**src/rtl/pipe_stage_chain.sv**
```systemverilog
// pipe_stage_chain: STAGES-deep inter-stage register chain with flush/hold/stall control,
// saturating Tnew countdown and per-slot hazard view. Optional macro: PIPE_BUBBLE_PC_KEEP_EN.
module pipe_stage_chain #(
  parameter int unsigned DATA_W  = 96,
  parameter int unsigned STAGES  = 1,
  parameter int unsigned TNEW_W  = 2,
  parameter int unsigned EXC_W   = 5,
  parameter logic [31:0] INIT_PC = 32'h0000_3000
) (
  input  logic                       clk,
  input  logic                       reset,
  input  logic                       req,
  input  logic                       hold,
  input  logic                       stall,
  input  logic                       in_valid,
  input  logic [DATA_W-1:0]          in_data,
  input  logic [31:0]                in_pc,
  input  logic [4:0]                 in_a3,
  input  logic                       in_rfwr,
  input  logic [TNEW_W-1:0]          in_tnew,
  input  logic [EXC_W-1:0]           in_exc,
  input  logic                       in_bd,
  output logic                       out_valid,
  output logic [DATA_W-1:0]          out_data,
  output logic [31:0]                out_pc,
  output logic [4:0]                 out_a3,
  output logic                       out_rfwr,
  output logic [TNEW_W-1:0]          out_tnew,
  output logic [EXC_W-1:0]           out_exc,
  output logic                       out_bd,
  output logic [5*STAGES-1:0]        stg_a3,
  output logic [STAGES-1:0]          stg_rfwr,
  output logic [TNEW_W*STAGES-1:0]   stg_tnew
);

  typedef struct packed {
    logic              valid;
    logic [DATA_W-1:0] data;
    logic [31:0]       pc;
    logic [4:0]        a3;
    logic              rfwr;
    logic [TNEW_W-1:0] tnew;
    logic [EXC_W-1:0]  exc;
    logic              bd;
  } slot_t;

  function automatic slot_t bubble();
    slot_t s;
    s    = '0;
    s.pc = INIT_PC;
    return s;
  endfunction

  function automatic logic [TNEW_W-1:0] sat_dec(input logic [TNEW_W-1:0] x);
    return (x == '0) ? '0 : x - TNEW_W'(1);
  endfunction

  slot_t idle_slot;
  slot_t load_slot;
  slot_t head_feed;
  slot_t slot_q [STAGES];

  // idle_slot is both the stall bubble and the in_valid=0 load.
  always_comb begin
    idle_slot = bubble();
`ifdef PIPE_BUBBLE_PC_KEEP_EN
    idle_slot.pc = in_pc;
    idle_slot.bd = in_bd;
`endif
    load_slot = idle_slot;
    if (in_valid) begin
      load_slot.valid = 1'b1;
      load_slot.data  = in_data;
      load_slot.pc    = in_pc;
      load_slot.a3    = in_a3;
      load_slot.rfwr  = in_rfwr && (in_exc == '0);
      load_slot.tnew  = sat_dec(in_tnew);
      load_slot.exc   = in_exc;
      load_slot.bd    = in_bd;
    end
    head_feed = stall ? idle_slot : load_slot;
  end

  for (genvar g = 0; g < STAGES; g++) begin : g_slot
    slot_t feed;
    slot_t nxt;
    slot_t q;

    if (g == 0) begin : g_head
      assign feed = head_feed;
    end else begin : g_body
      always_comb begin
        feed      = slot_q[g-1];
        feed.tnew = sat_dec(slot_q[g-1].tnew);
      end
    end

    always_comb begin
      nxt = feed;
      if (req) begin
        nxt = bubble();
`ifdef PIPE_BUBBLE_PC_KEEP_EN
        nxt.pc = q.pc;
        nxt.bd = q.bd;
`endif
      end else if (hold) begin
        nxt = q;
      end
    end

    always_ff @(posedge clk or posedge reset) begin
      if (reset) q <= bubble();
      else       q <= nxt;
    end

    assign slot_q[g]                    = q;
    assign stg_a3[5*g +: 5]             = q.a3;
    assign stg_rfwr[g]                  = q.rfwr;
    assign stg_tnew[TNEW_W*g +: TNEW_W] = q.tnew;
  end

  assign out_valid = slot_q[STAGES-1].valid;
  assign out_data  = slot_q[STAGES-1].data;
  assign out_pc    = slot_q[STAGES-1].pc;
  assign out_a3    = slot_q[STAGES-1].a3;
  assign out_rfwr  = slot_q[STAGES-1].rfwr;
  assign out_tnew  = slot_q[STAGES-1].tnew;
  assign out_exc   = slot_q[STAGES-1].exc;
  assign out_bd    = slot_q[STAGES-1].bd;

endmodule

```
**config.mk**
```make
export PLATFORM = sky130hd
export DESIGN_NAME = pipe_stage_chain
export DESIGN_NICKNAME = d
export VERILOG_FILES = /design/src/rtl/pipe_stage_chain.sv
export SDC_FILE = /design/constraint.sdc
export NUM_CORES = 1
export LEC_CHECK = 0
export ABC_AREA = 0
export ABC_CLOCK_PERIOD_IN_PS = 3890
export BUFFER_PORTS_ARGS = -buffer_cell sky130_fd_sc_hd__buf_2
export CAP_MARGIN = 20
export CORE_ASPECT_RATIO = 1.25
export CORE_MARGIN = 4
export CORE_UTILIZATION = 39
export CTS_BUF_LIST = sky130_fd_sc_hd__clkbuf_4 sky130_fd_sc_hd__clkbuf_8 sky130_fd_sc_hd__clkbuf_16
export DETAILED_ROUTE_END_ITERATION = 6
export MAX_ROUTING_LAYER = met4
export PLACE_DENSITY_LB_ADDON = 0.1
export SLEW_MARGIN = 20
export SYNTH_ARGS = -nofsm -noshare
export SYNTH_HDL_FRONTEND = slang
export SYNTH_SLANG_ARGS = --single-unit
```
**constraint.sdc**
```tcl
create_clock -name clk -period 3.89 [get_ports clk]
set_input_delay 0.1945 -clock clk [delete_from_list [all_inputs] [get_ports clk]]
set_output_delay 0.1945 -clock clk [all_outputs]
set_load 0.01 [all_outputs]
```
Word-level counts from Yosys, hierarchy flattened
Cells that the tools add are included.
Widths: inputs -> output; s select.
{"block": "totals", "ff_bits": 143, "inputBits": 148, "output_inout_bits": 151, "word_cells": 18}
{"block": "classes", "add_sub_neg": 1, "eq_ne": 1, "mux": 5, "n_reduce_logical": 3}
{"op": "$mux 143", "n": 4}
{"op": "$logic_not 5->1", "n": 1}
{"op": "$logic_not 2->1", "n": 1}
{"op": "$mux 2", "n": 1}
{"op": "$ne 2x2->1 const B", "n": 1}
{"op": "$sub 2x1->2 const B", "n": 1}
{"op": "$logic_and 1x1->1", "n": 1}

Logic depth before layout (Yosys ltp)
Gate-level depths: netlist (run 1).
{"block": "logic_depth", "word_depth": 6, "depth_mapped": 5}

Worst setup path after synthesis (run 1)
No wires, ideal clock.
{"block": "synth_timing", "path_kind": "in2reg", "from": "input port req", "to": "register g_slot[0].q (netlist bit out_pc[12])", "setup_time_ns": 0.080, "arrival_ns": 1.051, "t_required_ns": 3.810, "setup_slack_ns": 2.760, "path_stages": 2, "path_buffers": 0, "cell_sequence": "or4b_2 o22a_1"}
{"block": "synth_via", "elab_chain_cells": 1, "elab_cells_between_ends": 2, "classes_between": "eq/ne (1); mux (1)"}
{"item": "start: declaration", "line_no": "12", "text": "input logic req,"}
{"item": "$ne 2x2->1 (no source line) / $mux 143 (equally long branches)"}
{"item": "end signal: assignment", "line_no": "112", "text": "if (reset) q <= bubble();"}
{"item": "end signal: assignment", "line_no": "113", "text": "else q <= nxt;"}
{"item": "end: declaration", "line_no": "87", "text": "slot_t q;"}
Parallel ways exist; a longest one is shown, timed or not.
A chain may end at the register's enable or synchronous reset.

Worst setup path in the final report (run 1)
{"block": "layout_timing", "from": "register g_slot[0].q (netlist bit out_pc[12])", "to": "output port out_pc[12]"}
{"item": "end: declaration", "line_no": "25", "text": "output logic [31:0] out_pc,"}
No word-level cell between the ends.

==> results.toml, run 1 <==
[routing]
vias = 4516
wl_met1_mm = 6.34
highest_layer = "met4"
drtIter0Drc = 240
drtAntennaViolNets = 0
drc = 0
met2_length_mm = 8.16
drtPass1Iterations = 4
post_drt_via_cell_ratio = 5.00
wire_per_inst_um = 17.9
dr_wl_met3_mm = 1.31
wl_mm = 16.2

[pwr]
irDropWorstVdd_mv = 0.211
power_frac_comb = 0.098
seq_power_share = 0.454
p_sw_mw = 0.841
clkPwrFrac = 0.449
netSwitchingFraction = 0.248
p_total_mw = 3.39
cellPowerDensity_nw_per_um2 = 408
p_int_mw = 2.55
p_leak_nw = 4.62

[sta]
fin_crit_ns = 1.26
tightest_slew_ns = 0.763
finClkSkew_ns = 0
rsz0062_at_grt = "false"
hold_viol_final = 11
hold_slack_ns = -0.0182
slew-limit-headroom = 0.491
setup_tns_ns = 0
drv_slew = 0
fmax_mhz = 794
setup_viol = 0
fin_crit_sh = 0.324

[logic_synthesis]
synth_cell_types = 16
synth_area_per_cell_um2 = 15.3
synth.net_count = 481
syn_inst = 333
syn_area_um2 = 5110
yosys_warnings = 0
yosysSeqAreaShare = 0.701
synth_seq_cells = 143

[global_routing]
grt_pass1_wl_mm = 24.6
grt_max_degree = 144
overflow = 0
grt_pass1_vias = 4814
grt.total_usage = 0.219
antenna_found_initial = 1

[setup_path]
critical_path_buf_inv_count = 1
cp.required_ns = 3.70
crit_fanout = 2
crit_arrival_ns = 1.06
cp_cell_sequence = "buf_2"
crit_path_end_kind = "output pin"
max_stage_delay_ns = 0.54
start_kind = "flip-flop"
slowest_stage = "dfstp_2"
path_delay_family = "flip-flops"
critPathKind = "reg -> out"

[finish]
layout.nets = 870
drive_above_1_share = 0.461
syn_to_final_growth_pct = 62.8

[hold_path]
hold_path.class = "in -> async"

[run_status]
status = "finished, violations left"
violations = "hold timing"

[die]
start_util = 0.400
die_w_um = 110
die_height_um = 136
coreArea_um2 = 12800
ioPinCount = 299
rows = 46
dieArea_um2 = 15000

[clocking]
cts_resized = 0
clk_pin_slew_ns = 0.06
numCtsBuffers = 17
cts_tree = "yes"
hold_buffers = 108
htreeDepth = 4
cts_setup_buffers = 0
clock_path_buffers = 2
clkLatencyLatePin_ns = 0.41
cts_root_buffer = "clkbuf_16"
cts.sinks = 143

[placement]
gp_congestion = 0.777
portBuffers = 298
post-dp-hpwl_mm = 9.82

[run]
maxCapViolCount = 0
==> path summary, 6_finish.rpt <==
kind | start | end | slack [ns] | depth (start not counted)
max in group asynchronous | reset | out_data[53] | 3.32 | 3
worst min register to register | out_valid | out_valid | 0.47 | 1
worst min-delay path | reset | out_data[8] | -0.02 | 3
min in group clk | in_data[39] | out_data[39] | 0.02 | 2
worst max register to register | out_tnew[1] | out_tnew[1] | 3.15 | 1
worst max-delay path | out_pc[12] | out_pc[12] | 2.63 | 1
==> per-layer routing <==
| metal | track usage | up-vias |
|---|---|---|
| li1 | - | 2062 |
| met1 | 0.253 | 2208 |
| met2 | 0.364 | 218 |
| met3 | 0.0584 | 28 |
| met4 | 0.0815 | 0 |
| met5 | - | - |
==> registers in the layout, indices dropped and copies added (netlist names) <==
register and count:
out_data 96, out_pc 32, out_a3 5, out_exc 5
out_tnew 2, out_bd 1, out_rfwr 1, out_valid 1
==> logic make-up (layout without fill, tap and decap cells) <==
logic type | Yosys count | after routing | synth area share
other | 0 | 1 | 0
buffers and inverters | 41 | 443 | 0.0419
AND/OR/NAND/NOR | 6 | 6 | 0.0115
AO/OA/AOI/OAI | 143 | 143 | 0.246
flip-flops | 143 | 143 | 0.701
==> power by group through the flow <==
stage                     Sequential (mW)  Clock (mW)  Combinational (mW)
final                                1.54        1.52               0.331
after global routing                 1.54        1.63               0.361
after CTS                            1.54        1.56               0.331
after detailed placement             1.57           0               0.244
after global placement               1.57           0               0.241
after floorplan                      1.58           0              0.0887
==> Yosys cell counts, drive strengths merged <==
master,n,area (um2)
nor2b,1,6.26
nand2b,1,6.26
dfrtp,141,3530
or4b,1,10.0
nor4b,2,32.5
nor2,1,3.75
o22a,2,17.5
clkbuf,11,41.3
a22o,137,1200
dfstp,2,52.6
a32o,3,30.0
inv,2,7.51
a21o,1,7.51
buf,28,165
==> area by class of cell <==
cell class                      count  area, um2
Fill cell                         983       4460
Antenna cell                        1       2.50
Timing Repair Buffer              409       2630
Inverter                            2       11.3
Tap cell                          168        210
Clock buffer                       18        439
Multi-Input combinational cell    149       1320
Sequential cell                   143       3580
Clock inverter                     14        119
==> cell usage in the layout, fill, tap and decap left out, drive strengths merged, types with 2 or more instances in the layout <==
| cell type | netlist | layout |
|---|---|---|
| inv | 2 | 9 |
| nor4b | 2 | 2 |
| clkinvlp | 0 | 3 |
| dlygate4sd3 | 0 | 108 |
| a22o | 137 | 137 |
| a32o | 3 | 3 |
| o22a | 2 | 2 |
| buf | 28 | 301 |
| dfstp | 2 | 2 |
| clkbuf | 11 | 18 |
| clkinv | 0 | 4 |
| dfrtp | 141 | 141 |
==> metrics by stage <==
stage | hold slack [ns] | area [um2] | cells | utilization | worst slack [ns]
3_3_place_gp | 0.406 | 6680 | 763 | 0.522 | 2.38
6_report | -0.0182 | 8320 | 904 | 0.651 | 2.63
5_1_grt | 0.00181 | 8320 | 904 | 0.651 | 2.59
2_1_floorplan | 0.322 | 5110 | 333 | - | 1.91
3_5_place_dp | 0.415 | 6680 | 763 | 0.522 | 2.34
4_1_cts | 0.000187 | 8310 | 903 | 0.651 | 2.61
Power figures use the tool's default switching activity.
==> run 2: changes to the inputs <==
Settings changed: ABC_CLOCK_PERIOD_IN_PS 3890 to 1100.
Clock period 3.89 ns to 1.1 ns, I/O delays scaled along.
==> run 2 against run 1 <==
The flow finishes with violations (setup timing); final cell count grew 5.1%; total power grew to 3.9 times the previous value; global-route usage grew 1.3 points; sequential cell count is the same; clock-buffer cell count grew 2; cell area grew 7.6%; register-to-register slack lost 2.8 ns; critical endpoint unchanged; largest power group is now clock; highest routed layer unchanged.
==> results.toml, run 2 (synthesized netlist as in run 1, its figures left out) <==
[sta]
hold_slack_ns = 0.0506
rsz0062_at_grt = "true"
fin_crit_sh = 1.01
fmax_mhz = 901
hold_viol_final = 0
slew-limit-headroom = 0.703
finClkSkew_ns = 0
setup_viol = 2
setup_tns_ns = -0.0195
drv_slew = 0
worst_slack_ns = -0.0104
fin_crit_ns = 1.11
tightest_slew_ns = 0.445

[run]
maxCapViolCount = 0

[setup_path]
crit_path_end_kind = "output pin"
reg2reg_to = "out_pc[13]"
crit_end = "out_pc[12]"
cp.depth = 1
cp_cell_sequence = "buf_6"
r2r_slack_ns = 0.36
critical_path_buf_inv_count = 1
path_delay_family = "flip-flops"
critPathKind = "reg -> out"
crit_fanout = 2
crit_start = "out_pc[12]"
max_stage_delay_ns = 0.54
regToRegStartpoint = "out_pc[13]"
start_kind = "flip-flop"
slowest_stage = "dfstp_2"
r2r_cells = 1
crit_arrival_ns = 1.06
cp.required_ns = 1.04

[die]
ioPinCount = 299
die_height_um = 136
coreArea_um2 = 12800
rows = 46
die_w_um = 110
dieArea_um2 = 15000
start_util = 0.400

[routing]
dr_wl_met3_mm = 1.28
wl_met1_mm = 6.60
wire_per_inst_um = 17.7
drtAntennaViolNets = 0
post_drt_via_cell_ratio = 5.02
met2_length_mm = 8.33
drc = 0
vias = 4766
drtPass1Iterations = 4
drtIter0Drc = 244
highest_layer = "met4"
wl_mm = 16.8

[pwr]
irDropWorstVdd_mv = 1.12
p_total_mw = 13.1
cellPowerDensity_nw_per_um2 = 1460
p_leak_nw = 4.90

[run_status]
violations = "setup timing"
status = "finished, violations left"

[placement]
place_ws_ns = -0.0458
place_inst = 776
portBuffers = 298
post-dp-hpwl_mm = 10.8
gp_congestion = 0.770
place_area_um2 = 6860

[hold_path]
hold_path.class = "in -> reg"

[global_routing]
overflow = 0
antenna_found_initial = 0
grt_max_degree = 82
grt_pass1_vias = 5187
grt.total_usage = 0.233
grt_pass1_wl_mm = 26.2

[finish]
syn_to_final_growth_pct = 75.2
largest_reg_flops = 96
layout.nets = 917
diodes = 0
layout_common_cells = "buf_2 (296), dlygate4sd3_1 (142), dfrtp_1 (141)"
stdcell_area_um2 = 8950
final_core_util = 0.701
fin_cells = 950
drive_above_1_share = 0.450
final_common_cell = "buf_2"

[clocking]
htreeDepth = 4
numCtsBuffers = 17
cts.sinks = 143
cts_setup_buffers = 0
clk_pin_slew_ns = 0.06
cts_tree = "yes"
clkLatencyLatePin_ns = 0.41
clock_path_buffers = 2
cts_root_buffer = "clkbuf_16"
==> run 2: changes by cell type in the layout (fill, tap and decap cells not counted), moves of 2 or more <==
cell,change
inv_6,-5
buf_6,+2
clkbuf_4,+3
buf_12,+7
buf_2,-2
bufinv_16,+5
dlygate4sd3_1,+34
buf_4,+6
==> run 2: metal layers <==
metal	up-vias	track usage
li1	2149	-
met1	2325	0.271
met2	246	0.381
met3	46	0.0518
met4	0	0.107
met5	-	-
==> run 2: area by class of cell <==
class	instances	area, um2
clock buffer	20	448
clock inverter	12	209
fill	908	3830
inverter	2	11.3
multi-input combinational	149	1320
sequential	143	3580
tap	168	210
timing repair buffer	456	3170
==> run 2: where the power goes <==
part	switching (mW)	internal (mW)	total, mW
logic	0.570	0.753	1.32
clock network	2.21	4.13	6.33
registers	0.0680	5.38	5.45
==> run 2: what timing repair did <==
action / 4_1_cts / 5_1_grt
resized for setup: 2 / 0
hold buffers: 142 / 0
endpoints found under the hold margin: 282 / 0
setup endpoints to repair: 2 / 2
==> run 2: how the worst min path moves through the flow <==
stage                          from           end  slack (ns)  depth (start not counted)
final                          hold    out_pc[12]        0.05                          3
after global placement        reset  out_data[53]        0.21                          3
after CTS                      hold    out_pc[13]        0.02                          3
after global routing          stall    out_pc[12]        0.06                          3
after detailed placement      reset  out_data[53]        0.21                          3
after floorplan           in_pc[12]    out_pc[12]        0.18                          1
==> run 3: changes to the inputs <==
Settings changed: SKIP_CTS_REPAIR_TIMING set to 1.
==> run 3 against run 2 <==
The run still ends with setup timing left; register-to-register slack is essentially flat; cell area is the same; sequential power hardly changed; clock power is essentially flat; non-clock buffer count unchanged; critical path type unchanged; highest routed layer unchanged.
==> results.toml, run 3 (synthesized netlist as in run 1, its figures left out) <==
[setup_path]
max_stage_delay_ns = 0.54
critPathKind = "reg -> out"
crit_fanout = 2
crit_arrival_ns = 1.06
cp_cell_sequence = "buf_6"
critical_path_buf_inv_count = 1
start_kind = "flip-flop"
crit_start = "out_pc[12]"
slowest_stage = "dfstp_2"
cp.required_ns = 1.04
path_delay_family = "flip-flops"
regToRegStartpoint = "out_tnew[0]"
crit_path_end_kind = "output pin"

[finish]
syn_to_final_growth_pct = 75.2
final_common_cell = "buf_2"
layout_common_cells = "buf_2 (296), dlygate4sd3_1 (142), dfrtp_1 (141)"
multi_input_area_um2 = 1320
drive_above_1_share = 0.450
layout.nets = 917
regArea_um2 = 3580
diodes = 0
stdcell_area_um2 = 8950
fill_cells = 915
largest_reg_flops = 96
final_core_util = 0.701

[pwr]
p_total_mw = 13.1
clkPwrFrac = 0.483
p_sw_mw = 2.85
netSwitchingFraction = 0.217
seq_power_share = 0.416
cellPowerDensity_nw_per_um2 = 1470
p_leak_nw = 4.90
power_frac_comb = 0.101
p_int_mw = 10.3
irDropWorstVdd_mv = 1.12

[routing]
drtPass1Iterations = 4
wl_mm = 17.1
vias = 4719
wire_per_inst_um = 18.0
post_drt_via_cell_ratio = 4.97
drtIter0Drc = 300
drc = 0
drtAntennaViolNets = 0

[clocking]
numCtsBuffers = 17
cts_root_buffer = "clkbuf_16"
clock_path_buffers = 2
cts_tree = "yes"
cts.sinks = 143
clkLatencyLatePin_ns = 0.41
clk_pin_slew_ns = 0.06
htreeDepth = 4

[sta]
fmax_mhz = 900
rsz0062_at_grt = "true"
slew-limit-headroom = 0.700
setup_tns_ns = -0.0181
hold_viol_final = 0
fin_crit_ns = 1.11
tightest_slew_ns = 0.451
finClkSkew_ns = 0
setup_viol = 2
drv_slew = 0
worst_slack_ns = -0.0108
fin_crit_sh = 1.01

[run_status]
violations = "setup timing"
status = "finished, violations left"

[die]
die_height_um = 136
coreArea_um2 = 12800
die_w_um = 110
rows = 46
start_util = 0.400
ioPinCount = 299
dieArea_um2 = 15000

[placement]
post-dp-hpwl_mm = 10.8
portBuffers = 298
place_area_um2 = 6860
gp_congestion = 0.770

[global_routing]
grt_pass1_vias = 4367
grt.total_usage = 0.204
antenna_found_initial = 0
grt_max_degree = 82
grt_pass1_wl_mm = 22.6
overflow = 0

[hold_path]
hold_path.class = "in -> reg"
min_from = "hold"

[run]
maxCapViolCount = 0
[run 3: cell counts in the layout (fill, tap and decap cells not counted)]
Identical to the previous run, type by type.
[run 3: metrics by stage]
step / hold WS [ns] / worst slack (ns) / cells
finish: 0.0511 / -0.0108 / 950
global route: 0.0487 / -0.0444 / 950
CTS: -0.226 / -0.0437 / 808
detailed placement: 0.213 / -0.0458 / 776
global placement: 0.206 / -0.0277 / 776
floorplan: 0.183 / -0.744 / 333
[run 3: layer usage]
metal / vias to the layer above / track usage / part of all wire
li1: 2148 / - / -
met1: 2332 / 0.238 / 0.39
met2: 213 / 0.324 / 0.51
met3: 26 / 0.0580 / 0.075
met4: 0 / 0.0945 / 0.021
met5: - / - / 0
[run 3: final timing paths]
path / to / slack, ns / cells past startpoint
setup / recovery: out_pc[12] / -0.01 / 1
hold reg to reg: out_valid / 0.47 / 1
hold / removal: out_pc[12] / 0.05 / 3
min in group asynchronous: out_data[61] / 0.37 / 4
max in group asynchronous: out_pc[13] / 0.31 / 4
setup reg to reg: out_tnew[0] / 0.36 / 1
[run 3: layout make-up]
class | count | share of cell area
Timing Repair Buffer | 456 | 0.354
Multi-Input combinational cell | 149 | 0.148
Inverter | 2 | 0.00126
Tap cell | 168 | 0.0235
Sequential cell | 143 | 0.400
Clock inverter | 12 | 0.0233
Clock buffer | 20 | 0.0500
[run 3: power groups by stage]
| stage | Combinational (mW) | Clock (mW) | Sequential (mW) |
|---|---|---|---|
| floorplan | 0.314 | 0 | 5.60 |
| global placement | 0.900 | 0 | 5.54 |
| detailed placement | 0.914 | 0 | 5.54 |
| CTS | 0.919 | 6.50 | 5.45 |
| global route | 1.44 | 6.73 | 5.46 |
| finish | 1.33 | 6.34 | 5.45 |
